**src/rtl/serdes_pkg.sv**
```systemverilog
// Shared types and helpers for the serdes blocks.
package serdes_pkg;

  typedef enum logic [0:0] {
    IDLE = 1'b0,
    SEND = 1'b1
  } serdes_ser_state_t;

  // Index counter width; a one-sample frame still gets a 1-bit index.
  function automatic int idx_width(input int n);
    return (n > 1) ? $clog2(n) : 1;
  endfunction

endpackage

```
**src/rtl/cmn_en_reset_reg.sv**
```systemverilog
// Generic register with synchronous active-high reset and load enable.
module cmn_en_reset_reg #(
  parameter int             WIDTH       = 1,
  parameter logic [WIDTH-1:0] RESET_VALUE = '0
) (
  input  logic             clk,
  input  logic             reset,
  input  logic             en,
  input  logic [WIDTH-1:0] d,
  output logic [WIDTH-1:0] q
);

  always_ff @(posedge clk) begin
    if (reset) begin
      q <= RESET_VALUE;
    end else if (en) begin
      q <= d;
    end
  end

endmodule

```
**src/rtl/serdes_serializer_ctrl.sv**
```systemverilog
// Serializer control: IDLE/SEND FSM, sample index and pending-frame flag.
// Optional prefetch of the next frame with `define SERDES_SERIALIZER_PREFETCH_EN.
module serdes_serializer_ctrl
  import serdes_pkg::*;
#(
  parameter  int N_SAMPLES = 8,
  localparam int IDX_W     = idx_width(N_SAMPLES)
) (
  input  logic             clk,
  input  logic             reset,
  input  logic             recv_val,
  input  logic             send_rdy,
  output logic             load_buf,
  output logic             load_pend,
  output logic             move_pend,
  output logic [IDX_W-1:0] idx,
  output logic             recv_rdy,
  output logic             send_val
);

  localparam logic [IDX_W-1:0] LAST_IDX = IDX_W'(N_SAMPLES - 1);

  serdes_ser_state_t state_reg, state_next;
  logic [IDX_W-1:0]  idx_reg, idx_next;
  logic              recv_xfer, send_xfer, last_xfer;

`ifdef SERDES_SERIALIZER_PREFETCH_EN
  logic pend_full_reg, pend_full_next;
`endif

  always_ff @(posedge clk) begin
    if (reset) begin
      state_reg     <= IDLE;
      idx_reg       <= '0;
`ifdef SERDES_SERIALIZER_PREFETCH_EN
      pend_full_reg <= 1'b0;
`endif
    end else begin
      state_reg     <= state_next;
      idx_reg       <= idx_next;
`ifdef SERDES_SERIALIZER_PREFETCH_EN
      pend_full_reg <= pend_full_next;
`endif
    end
  end

  // Handshake outputs come from registered state only; reset forces them low.
  always_comb begin
    recv_rdy  = 1'b0;
    send_val  = 1'b0;
    load_buf  = 1'b0;
    load_pend = 1'b0;
    move_pend = 1'b0;
    if (!reset) begin
      if (state_reg == IDLE) begin
        recv_rdy = 1'b1;
      end else begin
        send_val = 1'b1;
`ifdef SERDES_SERIALIZER_PREFETCH_EN
        recv_rdy = !pend_full_reg;
`endif
      end
    end
    recv_xfer = recv_val && recv_rdy;
    send_xfer = send_val && send_rdy;
    last_xfer = send_xfer && (idx_reg == LAST_IDX);
    if (state_reg == IDLE) begin
      load_buf = recv_xfer;
    end
`ifdef SERDES_SERIALIZER_PREFETCH_EN
    else begin
      // A frame arriving with the last sample goes straight to the buffer.
      move_pend = last_xfer && pend_full_reg;
      load_buf  = last_xfer && !pend_full_reg && recv_xfer;
      load_pend = recv_xfer && !load_buf;
    end
`endif
  end

  always_comb begin
    state_next = state_reg;
    idx_next   = idx_reg;
`ifdef SERDES_SERIALIZER_PREFETCH_EN
    pend_full_next = pend_full_reg;
    if (load_pend) begin
      pend_full_next = 1'b1;
    end else if (move_pend) begin
      pend_full_next = 1'b0;
    end
`endif
    case (state_reg)
      IDLE: begin
        if (recv_xfer) begin
          state_next = SEND;
          idx_next   = '0;
        end
      end
      SEND: begin
        if (last_xfer) begin
          idx_next   = '0;
          state_next = (move_pend || load_buf) ? SEND : IDLE;
        end else if (send_xfer) begin
          idx_next = idx_reg + 1'b1;
        end
      end
      default: state_next = IDLE;
    endcase
  end

  assign idx = idx_reg;

endmodule

```
**src/rtl/serdes_serializer.sv**
```systemverilog
// Frame-to-stream converter: one N_SAMPLES frame in, samples out index 0 first.
// Optional next-frame prefetch with `define SERDES_SERIALIZER_PREFETCH_EN.
module serdes_serializer
  import serdes_pkg::*;
#(
  parameter int N_SAMPLES = 8,
  parameter int BIT_WIDTH = 32
) (
  input  logic                 clk,
  input  logic                 reset,
  input  logic                 recv_val,
  output logic                 recv_rdy,
  input  logic [BIT_WIDTH-1:0] recv_msg [N_SAMPLES],
  output logic                 send_val,
  input  logic                 send_rdy,
  output logic [BIT_WIDTH-1:0] send_msg
);

  localparam int IDX_W = idx_width(N_SAMPLES);

  logic             load_buf, load_pend, move_pend;
  logic [IDX_W-1:0] idx;
  logic [BIT_WIDTH-1:0] buf_q [N_SAMPLES];

  serdes_serializer_ctrl #(.N_SAMPLES(N_SAMPLES)) ctrl (
    .clk      (clk),
    .reset    (reset),
    .recv_val (recv_val),
    .send_rdy (send_rdy),
    .load_buf (load_buf),
    .load_pend(load_pend),
    .move_pend(move_pend),
    .idx      (idx),
    .recv_rdy (recv_rdy),
    .send_val (send_val)
  );

`ifdef SERDES_SERIALIZER_PREFETCH_EN
  logic [BIT_WIDTH-1:0] pend_q [N_SAMPLES];
`else
  logic unused_ctrl;
  assign unused_ctrl = load_pend | move_pend;
`endif

  genvar gi;
  generate
    for (gi = 0; gi < N_SAMPLES; gi++) begin : g_sample
      logic [BIT_WIDTH-1:0] buf_d;
`ifdef SERDES_SERIALIZER_PREFETCH_EN
      assign buf_d = move_pend ? pend_q[gi] : recv_msg[gi];

      cmn_en_reset_reg #(.WIDTH(BIT_WIDTH)) pend_reg (
        .clk  (clk),
        .reset(reset),
        .en   (load_pend),
        .d    (recv_msg[gi]),
        .q    (pend_q[gi])
      );
`else
      assign buf_d = recv_msg[gi];
`endif
      cmn_en_reset_reg #(.WIDTH(BIT_WIDTH)) buf_reg (
        .clk  (clk),
        .reset(reset),
        .en   (load_buf | move_pend),
        .d    (buf_d),
        .q    (buf_q[gi])
      );
    end

    if (N_SAMPLES == 1) begin : g_single
      logic unused_idx;
      assign unused_idx = |idx;
      assign send_msg   = buf_q[0];
    end else begin : g_multi
      assign send_msg = buf_q[idx];
    end
  endgenerate

endmodule

```
**config.mk**
```make
export PLATFORM = sky130hd
export DESIGN_NAME = serdes_serializer
export DESIGN_NICKNAME = d
export VERILOG_FILES = /design/src/rtl/serdes_pkg.sv /design/src/rtl/cmn_en_reset_reg.sv /design/src/rtl/serdes_serializer_ctrl.sv /design/src/rtl/serdes_serializer.sv
export SDC_FILE = /design/constraint.sdc
export NUM_CORES = 1
export LEC_CHECK = 0
export ABC_AREA = 1
export CAP_MARGIN = 20
export CORE_MARGIN = 1
export CORE_UTILIZATION = 40
export CTS_BUF_LIST = sky130_fd_sc_hd__clkbuf_4
export CTS_CLUSTER_SIZE = 14
export DETAILED_ROUTE_END_ITERATION = 8
export DONT_BUFFER_PORTS = 1
export MAX_ROUTING_LAYER = met4
export SYNTH_ARGS = -nofsm -noshare
export SYNTH_HDL_FRONTEND = slang
export SYNTH_SLANG_ARGS = --single-unit
```
**constraint.sdc**
```tcl
create_clock -name clk -period 1.6 [get_ports clk]
set_input_delay 0.08 -clock clk [delete_from_list [all_inputs] [get_ports clk]]
set_output_delay 0.08 -clock clk [all_outputs]
set_load 0.01 [all_outputs]
```
; Word level (Yosys, flattened, before mapping)
; Index checks and enable logic that the tools add are counted.
; Widths: inputs -> output; s select.
[totals]
ff_bits = 260
inputBits = 260
output_inout_bits = 34
[op_classes]
order_cmp = 1
n_addsub = 1
eq_ne = 3
muxes = 16
n_reduce_logical = 4
bitwise = 2
[ops]
columns = cell, n
row1 = $bmux 32 s3, 1
row2 = $mux 32, 2
row3 = $mux 3, 3
row4 = $mux 1, 8
row5 = $pmux 3 s2, 1
row6 = $ge 4x4->1 const B, 1
row7 = $not 3->4, 1
row8 = $add 3x1->3 const B, 1
row9 = $eq 3x3->1 const B, 1
row10 = $logic_and 1x1->1, 3
row11 = $ne 3x3->1 const B, 1
row12 = $ne 2x1->1 const B, 1
row13 = $pmux 1 s2, 1
row14 = $reduce_and 2->1, 1
row15 = $not 1->1, 1

; Depth between registers and ports, before layout
; Gate-level depths: netlist of run 1.
[depth]
ltp_word = 7
depth_mapped = 9
depth_no_buf = 7

; Cells and area by module
; Synthesis of run 1 repeated with hierarchy kept, for this count alone.
[unflattened]
cells_unflattened = 2508
area_unflattened_um2 = 14433.8
[modules_own_cells]
columns = module, cells_per_inst, area_each_um2, n_inst
row1 = cmn_en_reset_reg, 203, 1338.8, 8
row2 = serdes_serializer, 852, 3490.8, 1
row3 = serdes_serializer_ctrl, 32, 232.7, 1

; Least setup slack after synthesis of run 1
; Ideal clock, no wire load.
[synth_timing]
kind = reg2out
from = register ctrl.idx_reg[0], in the netlist ctrl.idx[0]
to = output port send_msg[22]
t_arrival_ns = 1.162
t_required_ns = 1.520
setup_slack_ns = 0.358
path_stages_with_launch = 10
path_cell_list = dfxtp_1 buf_4 inv_4 buf_6 buf_4 a21oi_1 o21ai_0 nand2_1 nand2_1 nand2_1
[synth_between]
elab_chain_len = 4
[synth_lines]
columns = item, line_no
row1 = from (decl), serdes_serializer_ctrl.sv:24  ; logic [IDX_W-1:0] idx_reg, idx_next;
row2 = from (signal assigned), serdes_serializer_ctrl.sv:40  ; idx_reg <= idx_next;
row3 = $not 3->4 (implied by the code), serdes_serializer.sv:76  ; assign send_msg = buf_q[idx];
row4 = $bmux 32 s3, serdes_serializer.sv:76
row5 = $mux 32 (implied by the code) (2 in series), serdes_serializer.sv:76
row6 = to (decl), serdes_serializer.sv:16  ; output logic [BIT_WIDTH-1:0] send_msg
; No other way between the ends. The select of a mux whose other input is x is not followed.

; Worst setup path after layout of run 1
; Same ends and word-level chain as after synthesis.

==> results of run 1 <==
-- critical path: stages (launching register included) --
cell	delay [ns]
dfxtp_4	0.43
inv_12	0.09
buf_12	0.16
buf_8	0.13
a21oi_2	0.10
o21ai_1	0.07
nand2_1	0.11
nand2_1	0.09
nand2_2	0.11
-- repair_timing --
item                                    CTS  global route
endpoints found under the setup margin   32            37
endpoints found under the hold margin   260             0
gates resized for setup                 122            22
hold buffers                            263             0
cloned                                    6             1
pin swaps                                23            10
buffers inserted                          2             0
-- logic make-up (layout without fill, tap and decap cells) --
family,after synthesis,after routing,share of synthesized area [%]
simple gates,562,562,20.3
other cells,0,7,0
flops,260,260,46.0
compound gates,514,514,22.8
buf+inv,267,581,10.7
fa+ha+maj,2,2,0.221
-- layer usage --
layer | up-vias | GRT usage [%] | share of wire [%]
met5 | - | - | 0
met4 | 0 | 11.6 | 3.2
met3 | 110 | 5.98 | 7.7
met2 | 559 | 41.1 | 43
met1 | 5493 | 38.3 | 46
li1 | 5842 | - | -
-- Yosys cell counts --
library cell / number / area (um2)
nand2_1: 422 / 1580
dfxtp_1: 260 / 5200
a21oi_1: 256 / 1280
o21ai_0: 198 / 991
inv_1: 130 / 488
nand3_1: 130 / 651
buf_2: 64 / 320
o21ai_1: 59 / 295
clkbuf_1: 38 / 143
buf_4: 13 / 97.6
buf_6: 11 / 124
buf_1: 7 / 26.3
nor2_1: 6 / 22.5
inv_2: 3 / 11.3
ha_1: 2 / 25.0
inv_4: 1 / 6.26
nand2_2: 1 / 6.26
nand2_4: 1 / 11.3
nand4_1: 1 / 6.26
nor2_4: 1 / 11.3
o211ai_1: 1 / 7.51
-- cell type report --
type | instances | area (um2) | share of cell area, %
clock buffer | 107 | 803 | 5.05
sequential | 260 | 5210 | 32.8
tap | 378 | 473 | 2.98
inverter | 134 | 528 | 3.32
multi-input combinational | 1078 | 5190 | 32.7
clock inverter | 14 | 110 | 0.693
timing repair buffer | 326 | 3560 | 22.4
antenna | 7 | 17.5 | 0.110
-- final timing paths --
check	endpoint	slack [ns]	depth (start not counted)
worst max-delay path	send_msg[22]	-0.41	8
worst min-delay path	g_sample[3].buf_reg.q[25]	0.06	3
worst max register to register	ctrl.idx[0]	-0.03	8
worst min register to register	g_sample[5].buf_reg.q[15]	0.45	2
-- where the power goes --
part	leakage [nW]	internal (mW)	switching, mW
Clock	0.545	3.36	2.86
Sequential	2.15	6.95	0.210
Combinational	4.16	1.13	1.54
Total	6.85	11.4	4.61
-- stage by stage --
step	setup TNS, ns	hold slack, ns	utilization [%]
detailed placement	-0.000118	0.149	42.3
floorplan	0	0.149	-
global route	-15.61	0.0331	57.2
CTS	-12.80	0.00351	56.8
finish	-11.41	0.0603	57.2
global placement	0	0.152	42.3
==> out/results.tsv, run 1 <==
metric	value	unit
status	complete, but fails checks	
failing checks	setup timing	
vias in the first global route	11500	
CP endpoint kind	output port	
clock skew	0.0454	ns
Worst slew margin	70.4	%
Initial DRC Count	1005	
share of cells above drive strength 1	13.2	%
Critical Path RT	1.52	ns
fin crit share	126	%
Total Routing Usage GR	28.4	%
clock sink total	260	
drt total wl	41000	um
drt pass-1 iters	6	
final net count	2135	
total power	16.1	mW
final setup fails	35	
crit path time final	2.01	ns
I/O pin cnt	294	
R2R Path Start	ctrl.idx[0]	
dpl cells	1904	
clk buf depth	3	
Place WS	-0.000118	ns
# Max-Cap Violations	0	
drt wl/cell	17.8	um
Clk Latency, worst-skew pair	0.67	ns
routability cong.	0.832	
Seq/Total Area, Yosys	46.0	%
initial antenna violation count	5	
Leak Pwr	6.85	nW
Synth Register Bits	260	
Num CTS Buffers	73	
Post-Syn Instances	1605	
first-pass GRT wire length	61700	um
DP Area	11700	um2
CP Data Arrival Time	1.93	ns
vias per cell	5.21	
RSZ-0062 raised after global routing	yes	
die area	29000	um2
core area	27800	um2
Starting Density	40.7	%
Max FO, Critical Path	8	
CP startpoint	ctrl.idx[0]	
Final HPWL DP	24300	um
htree depth	3	
Crit Path Class	reg -> out	
PD cells	1010	nW/um2
worst hold path type	in -> reg	
fin cells	2304	
Critical Path Source Type	flop	
most common cell after layout, fill and taps aside	nand2_1	
Syn Nets	1867	
average size of a mapped cell	7.05	um2
CTS tree	done	
synthesized area	11300	um2
fill cell count	2547	
Distinct cells, synth	21	
CTS clk-pin slew, worst paths	0.06	ns
Die Ht	170	um
Chip Width	170	um
I/O Buffers	0	
hold path startpoint	recv_msg[153]	
max FFs per register	256	
largest net degree at the start of global routing	93	
FP Rows	61	
post-route setup slack	-0.408	ns
fin. max-slew vios	0	
Max rail drop VDD	595	uV
final hold violation count	0	
FMAX	0.498	GHz
most frequent cells in the layout	nand2_1 (391), dlygate4sd3_1 (263), dfxtp_1 (258)	
Layout area overhead	40.5	%
Non-Filler Cell Area, Final	15900	um2
total number of vias	12000	
synth warn	0	
Antenna Violating Nets Remaining	0	
actual slew at the worst max-slew pin	0.439	ns
global route overflow	0	
DRC	0	
Root Driver	clkbuf_4	
Note: power is estimated with default switching activity, not from simulation.
==> inputs of run 2 (changes only) <==
Settings changed: ABC_AREA 1 to default.
==> run 2 against run 1 <==
  * The run now fails in clock tree synthesis
  * Synthesized area up 1.8%
  * Synthesized cell count decreased by 23%
==> out/results.tsv, run 2 <==
metric	value	unit
DP Area	11800	um2
Post-CTS Hold Buffers	337	
Final HPWL DP	24600	um
Post-CTS Setup Repair Bufs	15	
Synth top cells by count	dfxtp_1 (260), nand2_1 (257), nand2b_1 (256), o21ai_0 (206), mux4_2 (64)	
Compound-Gate Fraction of Synth Area	11.4	%
status	aborted with a tool error	
Chip Width	172	um
largest area contributor in the netlist	dfxtp_1	
synth warn	0	
post-synthesis xor/xnor area fraction	0	%
post-synth top area share	45.2	%
main combinational cell family by area after synthesis	simple AND/OR/NAND/NOR gates	
post-synthesis adder-cell area fraction	0.217	%
prevailing post-synth register cell	dfxtp_1	
Syn Nets	1504	
Root Driver	clkbuf_4	
synthesized area	11500	um2
fraction of registers with async set/reset	0	%
Distinct cells, synth	22	
simple-gate area share of the yosys netlist	22.8	%
post-cts sizing count	44	
Starting Density	41.1	%
I/O Buffers	0	
failing step	clock tree synthesis	
FP Rows	61	
htree depth	3	
Post-synth EDFFs	0	
count leader, synth	dfxtp_1	
routability cong.	0.866	
clock sink total	260	
Post-Syn Instances	1242	
clk buf depth	3	
Num CTS Buffers	73	
Seq/Total Area, Yosys	45.2	%
Synth Register Bits	260	
post-synthesis mux area share	15.7	%
Die Ht	172	um
I/O pin cnt	294	
Run Error	[ERROR RSZ-0060] Max buffer count reached.	
average size of a mapped cell	9.27	um2
most area-consuming cells after synthesis	dfxtp_1 (45%), nand2b_1 (14%), mux4_2 (13%), o21ai_0 (9.0%), nand2_1 (8.4%)	
run 2: changes by cell type after synthesis, moves of 4 or more:
cell	previous run	this run
nand2b_1	0	256
a21oi_1	256	1
nand2_1	422	257
inv_1	130	0
nand3_1	130	0
mux4_2	0	64
buf_2	64	29
mux2_2	0	32
clkbuf_1	38	57
o21ai_1	59	50
buf_4	13	5
o21ai_0	198	206
buf_1	7	0
nor2_1	6	2
run 2: stage by stage:
stage | hold slack [ns] | instances | setup WS [ns] | utilization [%] | TNS [ns]
2_1_floorplan | 0.189 | 1242 | -0.0196 | - | -0.536
3_3_place_gp | 0.186 | 1542 | 0.0593 | 42.2 | 0
3_5_place_dp | 0.176 | 1542 | 0.0333 | 42.2 | 0
run 2: logic make-up after synthesis:
family | count (synthesis)
adders and majority gates | 2
DFF | 260
buffers and inverters | 103
and+or+nand+nor | 520
AOI/OAI and AO/OA | 260
muxes | 97
==> inputs of run 3 (changes only) <==
Settings changed: CORE_UTILIZATION 40 to 25, CTS_BUF_LIST sky130_fd_sc_hd__clkbuf_4 to default, CTS_CLUSTER_SIZE 14 to default, MAX_ROUTING_LAYER met4 to default, PLACE_DENSITY_LB_ADDON from default to 0.15.
==> run 3 against run 2 <==
  * The run again fails in clock tree synthesis
  * Synthesized cell count stayed put
  * Synthesized area did not move
==> out/results.tsv, run 3 <==
metric	value	unit
status	aborted with a tool error	
failing step	clock tree synthesis	
Run Error	[ERROR RSZ-0060] Max buffer count reached.	
most area-consuming cells after synthesis	dfxtp_1 (45%), nand2b_1 (14%), mux4_2 (13%), o21ai_0 (9.0%), nand2_1 (8.4%)	
Post-synth EDFFs	0	
Chip Width	217	um
fraction of registers with async set/reset	0	%
Die Ht	217	um
clock sink total	260	
synth warn	0	
routability cong.	0.826	
synthesized area	11500	um2
post-cts sizing count	41	
Seq/Total Area, Yosys	45.2	%
Final HPWL DP	29300	um
Post-Syn Instances	1242	
prevailing post-synth register cell	dfxtp_1	
Post-CTS Hold Buffers	371	
FP Rows	78	
Distinct cells, synth	22	
Root Driver	clkbuf_16	
count leader, synth	dfxtp_1	
largest area contributor in the netlist	dfxtp_1	
Syn Nets	1504	
I/O pin cnt	294	
htree depth	1	
Post-CTS Setup Repair Bufs	9	
I/O Buffers	0	
post-synth top area share	45.2	%
Starting Density	25.4	%
Synth top cells by count	dfxtp_1 (260), nand2_1 (257), nand2b_1 (256), o21ai_0 (206), mux4_2 (64)	
clk buf depth	3	
Place WS	-0.0322	ns
Synth Register Bits	260	
Num CTS Buffers	30	
average size of a mapped cell	9.27	um2
[run 3: cell counts after synthesis]
No cell type changed its count.
[run 3: cells by family after synthesis]
group                    share of synthesized area (%)
AO/OA/AOI/OAI                                     11.4
adder cells (fa/ha/maj)                          0.217
buffers and inverters                             4.65
flip-flops                                        45.2
multiplexers                                      15.7
AND/OR/NAND/NOR                                   22.8
[run 3: per-stage QoR]
step | util, % | hold slack (ns) | instance area, um2 | cells | setup TNS (ns)
2_1_floorplan | - | 0.189 | 11500 | 1242 | -0.536
3_3_place_gp | 27.1 | 0.177 | 12300 | 1781 | -0.0376
3_5_place_dp | 27.1 | 0.194 | 12300 | 1781 | -0.0815
